===== src/rtl/addertree_acc_ctrl.sv =====
// addertree_acc_ctrl: issue sequencer and accumulation owner for the stage-2 adder tree and final adder.
// Overflow tracking is built only when ADDERTREE_CTRL_OVF_EN is defined; otherwise out_ovf is tied low.
module addertree_acc_ctrl #(
  parameter int ACC_W = 13,
  parameter int SUM_W = 20,
  parameter int LAT   = 2,
  parameter int CNT_W = 8
) (
  input  logic             clk,
  input  logic             reset_n,
  input  logic             in_valid,
  input  logic             in_last,
  output logic             in_ready,
  output logic             tree_en,
  output logic [ACC_W:1]   pre_output,
  input  logic [SUM_W-1:0] sum_in,
  output logic             out_valid,
  input  logic             out_ready,
  output logic [SUM_W-1:0] out_data,
  output logic [CNT_W-1:0] out_count,
  output logic             out_ovf,
  output logic             busy
);
  localparam int LAT_W = $clog2(LAT + 1);

  typedef enum logic [1:0] {S_IDLE, S_WAIT, S_ACC, S_OUT} state_t;

  state_t           r_state;
  logic             r_in_ready;
  logic             r_busy;
  logic             r_out_valid;
  logic [LAT_W-1:0] r_lat;
  logic             r_last;
  logic [ACC_W:1]   r_pre;
  logic [CNT_W-1:0] r_cnt;
  logic [SUM_W-1:0] r_out_data;
  logic [CNT_W-1:0] r_out_count;
  logic             w_sample;
  logic             w_accept;

  assign w_sample   = (r_state == S_WAIT) && (r_lat == LAT_W'(1));
  assign w_accept   = r_out_valid & out_ready;

  assign in_ready   = r_in_ready;
  assign tree_en    = in_valid & r_in_ready;
  assign pre_output = r_pre;
  assign out_valid  = r_out_valid;
  assign out_data   = r_out_data;
  assign out_count  = r_out_count;
  assign busy       = r_busy;

  always_ff @(posedge clk or negedge reset_n) begin
    if (!reset_n) begin
      r_state     <= S_IDLE;
      r_in_ready  <= 1'b1;
      r_busy      <= 1'b0;
      r_out_valid <= 1'b0;
      r_lat       <= '0;
      r_last      <= 1'b0;
      r_pre       <= '0;
      r_cnt       <= '0;
      r_out_data  <= '0;
      r_out_count <= '0;
    end else begin
      case (r_state)
        S_IDLE, S_ACC: begin
          if (in_valid) begin
            r_state    <= S_WAIT;
            r_in_ready <= 1'b0;
            r_busy     <= 1'b1;
            r_lat      <= LAT_W'(LAT);
            r_last     <= in_last;
            if (r_cnt != {CNT_W{1'b1}}) r_cnt <= r_cnt + CNT_W'(1);
          end
        end
        S_WAIT: begin
          // sum_in is only trusted on the edge where the latency count expires
          if (w_sample) begin
            if (r_last) begin
              r_state     <= S_OUT;
              r_out_valid <= 1'b1;
              r_out_data  <= sum_in;
              r_out_count <= r_cnt;
            end else begin
              r_state    <= S_ACC;
              r_in_ready <= 1'b1;
              r_pre      <= sum_in[ACC_W-1:0];
            end
          end else begin
            r_lat <= r_lat - LAT_W'(1);
          end
        end
        S_OUT: begin
          if (w_accept) begin
            r_state     <= S_IDLE;
            r_out_valid <= 1'b0;
            r_in_ready  <= 1'b1;
            r_busy      <= 1'b0;
            r_pre       <= '0;
            r_cnt       <= '0;
          end
        end
        default: r_state <= S_IDLE;
      endcase
    end
  end

`ifdef ADDERTREE_CTRL_OVF_EN
  logic r_ovf;
  logic r_out_ovf;
  logic w_ovf_hit;

  // bits above the feedback width are dropped when fed back, so any of them set is a loss
  assign w_ovf_hit = |sum_in[SUM_W-1:ACC_W];

  always_ff @(posedge clk or negedge reset_n) begin
    if (!reset_n) begin
      r_ovf     <= 1'b0;
      r_out_ovf <= 1'b0;
    end else if (w_accept) begin
      r_ovf <= 1'b0;
    end else if (w_sample) begin
      if (r_last)         r_out_ovf <= r_ovf;
      else if (w_ovf_hit) r_ovf     <= 1'b1;
    end
  end

  assign out_ovf = r_out_ovf;
`else
  assign out_ovf = 1'b0;
`endif

endmodule


===== config.mk =====
export PLATFORM = sky130hd
export DESIGN_NAME = addertree_acc_ctrl
export DESIGN_NICKNAME = d
export VERILOG_FILES = /design/src/rtl/addertree_acc_ctrl.sv
export SDC_FILE = /design/constraint.sdc
export NUM_CORES = 1
export LEC_CHECK = 0
export ABC_AREA = 0
export ABC_CLOCK_PERIOD_IN_PS = 5600
export CAP_MARGIN = 15
export CORE_UTILIZATION = 30
export CTS_CLUSTER_SIZE = 16
export DETAILED_ROUTE_END_ITERATION = 16
export PLACE_DENSITY_LB_ADDON = 0.08
export SKIP_CTS_REPAIR_TIMING = 1
export SLEW_MARGIN = 20
export SYNTH_ARGS = -nofsm -noshare
export SYNTH_HDL_FRONTEND = slang
export SYNTH_SLANG_ARGS = --single-unit

===== constraint.sdc =====
create_clock -name clk -period 5.6 [get_ports clk]
set_clock_uncertainty 0.2 [all_clocks]
set_input_delay 0.84 -clock clk [delete_from_list [all_inputs] [get_ports clk]]
set_output_delay 0.84 -clock clk [all_outputs]
set_load 0.05 [all_outputs]

==> impl_metrics.csv, run 1 <==
group,metric,value,unit
status,status,"completed",
route,drt_pass1_iterations,4,
yosys,synth_top_area_cell,"dfrtp_1",
yosys,synth.area.top_cells,"dfrtp_1 59%, mux2_2 14%, nand2_1 5.9%, o21ai_0 5.3%, o31ai_1 1.3%",
sta,period_share,0.597,
sta,finalSetupTns,0,ns
route,routed_via_density,4.62,
floorplan,rows,32,
clock_network,cts_buffers,9,
sta,setup_viol,0,
yosys,synthesis.instances,202,
setup_path,rr_startpoint,"r_state[0]$_DFFE_PN0P_",
floorplan,fp.coreArea,7690,um^2
finish,stdcell_count,383,
placement,gp_congestion,0.768,
clock_network,cts_buffer_depth,2,
yosys,yosysTopAreaCellShare,0.592,
route,wl_per_cell,13.7,um
setup_path,crit_start,"in_valid",
yosys,synth_common_cells,"56 x dfrtp_1, 37 x nand2_1, 29 x mux2_2",
sta,tightest_slew,0.736,ns
setup_path,slowest_delay,0.79,ns
power_and_ir_drop,p_leak,1.47,nW
placement,dpl.hpwl,3420,um
floorplan,die_area,8250,um^2
yosys,yosysMostFrequentCell,"dfrtp_1",
setup_path,worst-endpoint-arrival,2.31,ns
yosys,synth.distinct_cells,33,
setup_path,start_kind,"input port",
sta,period_minus_slack,3.35,ns
global_route,grt_pass1_wl,8980,um
finish,layout-drive-gt1-share,0.185,
global_route,first_global_vias,1737,
global_route,grt_usage,0.140,
placement,place_inst,367,
setup_path,reg2reg_depth,3,
finish,fill_cells,769,
setup_path,worstSetupEndpoint,"tree_en",
route,ant_nets,0,
placement,port_buffers,69,
yosys,yosys_warnings,0,
sta,slew_violations,0,
route,vias,1771,
floorplan,die_h,90.8,um
yosys,synth-seq-cells,57,
setup_path,crit_chain,"clkdlybuf4s50_1, and2_1, clkdlybuf4s50_1",
setup_path,required,4.56,ns
yosys,avgSynthCellArea,11.7,um^2
setup_path,r2r_setup_slack,3.24,ns
clock_network,ctsHtreeMaxLevel,3,
sta,rsz0062_at_grt,"no",
clock_network,root_buffer,"clkbuf_8",
power_and_ir_drop,power.density,655,nW/um^2
yosys,synthArstFlopShare,1.00,
clock_network,cts.sinks,57,
finish,num-nets-final,303,
global_route,grt.overflow.total,0,
clock_network,cts_tree,"built",
finish,diodes,0,
clock_network,clk_pin_slew,0.06,ns
global_route,antenna_found_initial,0,
global_route,grt_max_degree,58,
floorplan,die_w,90.8,um
finish,syn_to_final_growth,41.1,%
route,wirelength,5270,um
setup_path,crit_type,"in2out",
setup_path,endpoint_kind,"output pin",
setup_path,cp_max_fo,5,
route,drcViolationCount,0,
run,cap_violations,0,
yosys,syn_nets,229,
yosys,seq_area_frac_synth,0.603,
sta,maxSlewHeadroom,0.508,
sta,max_freq,299,MHz
setup_path,cp_slowest_cell,"clkdlybuf4s50_1",
route,drtIter0Drc,75,
sta,timing.final.hold_violations,0,
clock_network,clk_latency,0.33,ns
power_and_ir_drop,ir_drop,0.208,mV
floorplan,ioPinCount,71,
yosys,synthFlopType,"dfrtp_1",
yosys,synth_area,2370,um^2
hold_path,min_path_type,"reg2reg",
floorplan,start_util,0.308,
setup_path,r2r_end,"out_data[14]$_DFFE_PN0P_",
setup_path,cp_common_cell,"clkdlybuf4s50_1",
yosys,synth-edff-count,0,
==> metrics by stage <==
stage / area, um^2 / total power [mW] / utilization / hold WS (ns) / worst slack, ns
floorplan: 2370 / 1.46 / - / 0.279 / 3.31
global route: 3340 / 2.32 / 0.435 / 0.300 / 2.21
detailed placement: 3150 / 1.84 / 0.410 / 0.266 / 2.26
global placement: 3150 / 1.83 / 0.410 / 0.263 / 2.27
finish: 3340 / 2.19 / 0.435 / 0.279 / 2.25
CTS: 3340 / 2.22 / 0.435 / 0.284 / 2.25
==> kinds of logic after synthesis <==
kind of cell	after synthesis	synth area share
simple gates	61	0.120
flops	57	0.603
compound gates	39	0.0978
mux	29	0.138
buf+inv	12	0.0254
fa+ha+maj	2	0.0106
other cells	1	0.00158
xor+xnor	1	0.00370
==> worst max-delay path: cells and delay by family <==
family        cells  cell delay [ns]
buf+inv           2             1.32
simple gates      1             0.14
==> where the power goes <==
part	internal (mW)	leakage (nW)	switching (mW)	total (mW)
combinational	0.404	0.660	0.722	1.13
sequential	0.582	0.707	0.112	0.693
clock	0.203	0.0998	0.166	0.369
==> per-layer routing <==
layer,global-route usage,wire [um]
met3,0.0320,254
met4,0.0675,27
met2,0.200,2340
met1,0.200,2640
met5,0,0
==> flip-flops by register name (all words and copies together), names as in the netlist <==
register    cells
r_last          1
out_count       8
busy            1
out_valid       1
out_data       20
r_lat           2
r_cnt           8
in_ready        1
pre_output     13
r_state         2
==> cells in the final DEF (no fill, tap or decap), drive strengths merged, types with 4 or more instances in the layout <==
master / count
clkdlybuf4s50: 68
o31ai: 4
buf: 4
nand2: 37
dfrtp: 56
nand3: 5
clkinv: 5
nor2: 4
mux2: 29
clkbuf: 10
o21ai: 26
==> how the worst min path moves through the flow <==
| stage | start | end | cells past startpoint |
|---|---|---|---|
| after CTS | pre_output[12]$_DFFE_PN0P_ | pre_output[12]$_DFFE_PN0P_ | 2 |
| after global routing | busy$_DFFE_PN0P_ | busy$_DFFE_PN0P_ | 1 |
| after global placement | pre_output[2]$_DFFE_PN0P_ | pre_output[2]$_DFFE_PN0P_ | 2 |
| after floorplan | r_lat[1]$_DFFE_PN0P_ | r_lat[1]$_DFFE_PN0P_ | 2 |
| final | pre_output[12]$_DFFE_PN0P_ | pre_output[12]$_DFFE_PN0P_ | 2 |
| after detailed placement | busy$_DFFE_PN0P_ | busy$_DFFE_PN0P_ | 1 |
==> final cells by class <==
cell class	instances	area, um^2	share of cell area
timing repair buffer	72	708	0.212
clock inverter	6	58.8	0.0176
tap	102	128	0.0382
inverter	3	11.3	0.00337
sequential	57	1430	0.427
multi-input combinational	133	880	0.263
clock buffer	10	128	0.0382
(Power assumes the default switching activity.)
==> inputs of run 2 (changes only) <==
ABC_CLOCK_PERIOD_IN_PS = 3500   (was 5600)
clock period = 3.5 ns   (was 5.6 ns; I/O delays follow)
==> run 2 against run 1 <==
Sequential share of layout area shrank 0.60 points. Non-clock buffer count grew 1. Hold slack lost 0.20 ns. Sequential power grew 60%. Power grew 63%. Cell area grew 1.4%. Clock-buffer cell count grew 3. Via count shrank 1.3%. First-iteration DRC count shrank 17%. Flip-flop and latch count is the same. Largest cell class unchanged. Highest routed layer unchanged.
==> impl_metrics.csv, run 2 (synthesis results as in run 1) <==
group,metric,value,unit
floorplan,start_util,0.308,
clock_network,cts.sinks,57,
finish,diodes,0,
clock_network,root_buffer,"clkbuf_8",
global_route,grt_pass1_wl,8820,um
clock_network,cts_buffers,9,
setup_path,critical_path_buf_inv_count,2,
route,drt_pass1_iterations,4,
setup_path,crit_chain,"clkdlybuf4s50_1, and2_1, clkdlybuf4s50_1",
route,ant_nets,0,
sta,slew_violations,0,
setup_path,cp_max_fo,5,
route,drtIter0Drc,62,
power_and_ir_drop,ir_drop,0.436,mV
setup_path,cp_top_family,"buffers and inverters",
placement,gp_congestion,0.719,
power_and_ir_drop,total_power,3.57,mW
setup_path,cp_common_cell,"clkdlybuf4s50_1",
sta,whs,0.0767,ns
finish,largest_reg_flops,20,
power_and_ir_drop,power.density,1050,nW/um^2
route,routed_via_density,4.56,
global_route,grt_max_degree,32,
clock_network,ctsHtreeMaxLevel,3,
placement,port_buffers,69,
setup_path,reg2reg_depth,5,
setup_path,rr_startpoint,"r_cnt[0]$_DFFE_PN0P_",
setup_path,r2r_end,"r_cnt[2]$_DFFE_PN0P_",
route,vias,1748,
floorplan,die_w,90.8,um
setup_path,worst-endpoint-arrival,2.00,ns
setup_path,crit_type,"in2out",
route,wirelength,5250,um
placement,dpl_worst_slack,0.788,ns
status,status,"completed",
route,wl_per_cell,13.7,um
global_route,antenna_found_initial,0,
sta,setup_viol,0,
finish,syn_to_final_growth,43.1,%
clock_network,clk_pin_slew,0.06,ns
global_route,first_global_vias,1705,
setup_path,required,2.77,ns
clock_network,cts_buffer_depth,2,
finish,final_util,0.441,
setup_path,r2r_setup_slack,1.31,ns
sta,rsz0062_at_grt,"no",
route,drcViolationCount,0,
setup_path,cp_slowest_cell,"clkdlybuf4s50_1",
setup_path,start_kind,"input port",
finish,num-nets-final,304,
power_and_ir_drop,p_leak,1.49,nW
sta,finalSetupTns,0,ns
hold_path,min_path_type,"in2async",
global_route,grt.overflow.total,0,
finish,final_common_cell,"clkdlybuf4s50_1",
global_route,grt_usage,0.139,
clock_network,cts_tree,"built",
floorplan,die_h,90.8,um
floorplan,ioPinCount,71,
sta,tightest_slew,0.770,ns
setup_path,endpoint_kind,"output pin",
sta,timing.final.hold_violations,0,
sta,fin_ws,0.780,ns
floorplan,fp.coreArea,7690,um^2
run,cap_violations,0,
clock_network,clk_latency,0.32,ns
sta,period_share,0.777,
finish,layout-drive-gt1-share,0.189,
floorplan,rows,32,
sta,maxSlewHeadroom,0.487,
placement,dpl.hpwl,3550,um
sta,max_freq,368,MHz
finish,layout_common_cells,"68 x clkdlybuf4s50_1, 56 x dfrtp_1, 37 x nand2_1",
setup_path,slowest_delay,0.79,ns
sta,period_minus_slack,2.72,ns
floorplan,die_area,8250,um^2
[run 2: changes by cell type in the layout (fill, tap and decap cells not counted)]
| cell | before | now |
|---|---|---|
| clkbuf_8 | 9 | 13 |
| clkinv_2 | 4 | 1 |
| buf_12 | 0 | 1 |
| clkbuf_1 | 1 | 0 |
| clkinv_4 | 1 | 0 |
[run 2: power breakdown]
| group | internal, mW | switching, mW | total, mW |
|---|---|---|---|
| Combinational | 0.651 | 1.16 | 1.81 |
| Clock | 0.402 | 0.252 | 0.653 |
| Sequential | 0.931 | 0.177 | 1.11 |
| Total | 1.98 | 1.58 | 3.57 |
[run 2: worst register-to-register path: stages, from the launching register on]
cell	delay (ns)
dfrtp_1	0.42
ha_1	0.25
nand3_1	0.17
o32ai_2	0.61
nand2b_1	0.29
o21ai_0	0.12
[run 2: metrics by stage]
stage	cell area, um^2	std cells
after CTS	3390	383
after floorplan	2370	202
after detailed placement	3170	368
final	3390	383
after global routing	3390	383
after global placement	3170	368
[run 2: how the worst max path moves through the flow]
stage                     startpoint                    to  slack [ns]  cells after the start
2_1_floorplan  out_valid$_DFFE_PN0P_  r_cnt[7]$_DFFE_PN0P_        1.56                      4
3_3_place_gp                in_valid               tree_en        0.80                      3
3_5_place_dp                in_valid               tree_en        0.79                      3
4_1_cts                     in_valid               tree_en        0.78                      3
5_1_grt                     in_valid               tree_en        0.74                      3
6_report                    in_valid               tree_en        0.78                      3
[run 2: metal layers]
layer	vias up	wire length, um	global-route usage
met5	-	0	0
met4	0	97	0.0675
met3	10	266	0.0286
met2	61	2320	0.206
met1	818	2570	0.192
li1	859	-	-
[run 2: layout make-up]
cell class / instances / area [um^2]
multi-input cells: 133 / 880
clock buffers: 13 / 179
inverters: 3 / 11.3
well taps: 102 / 128
repair buffers: 73 / 728
clock inverters: 2 / 35.0
flip-flops and latches: 57 / 1430
fillers: 777 / 4300
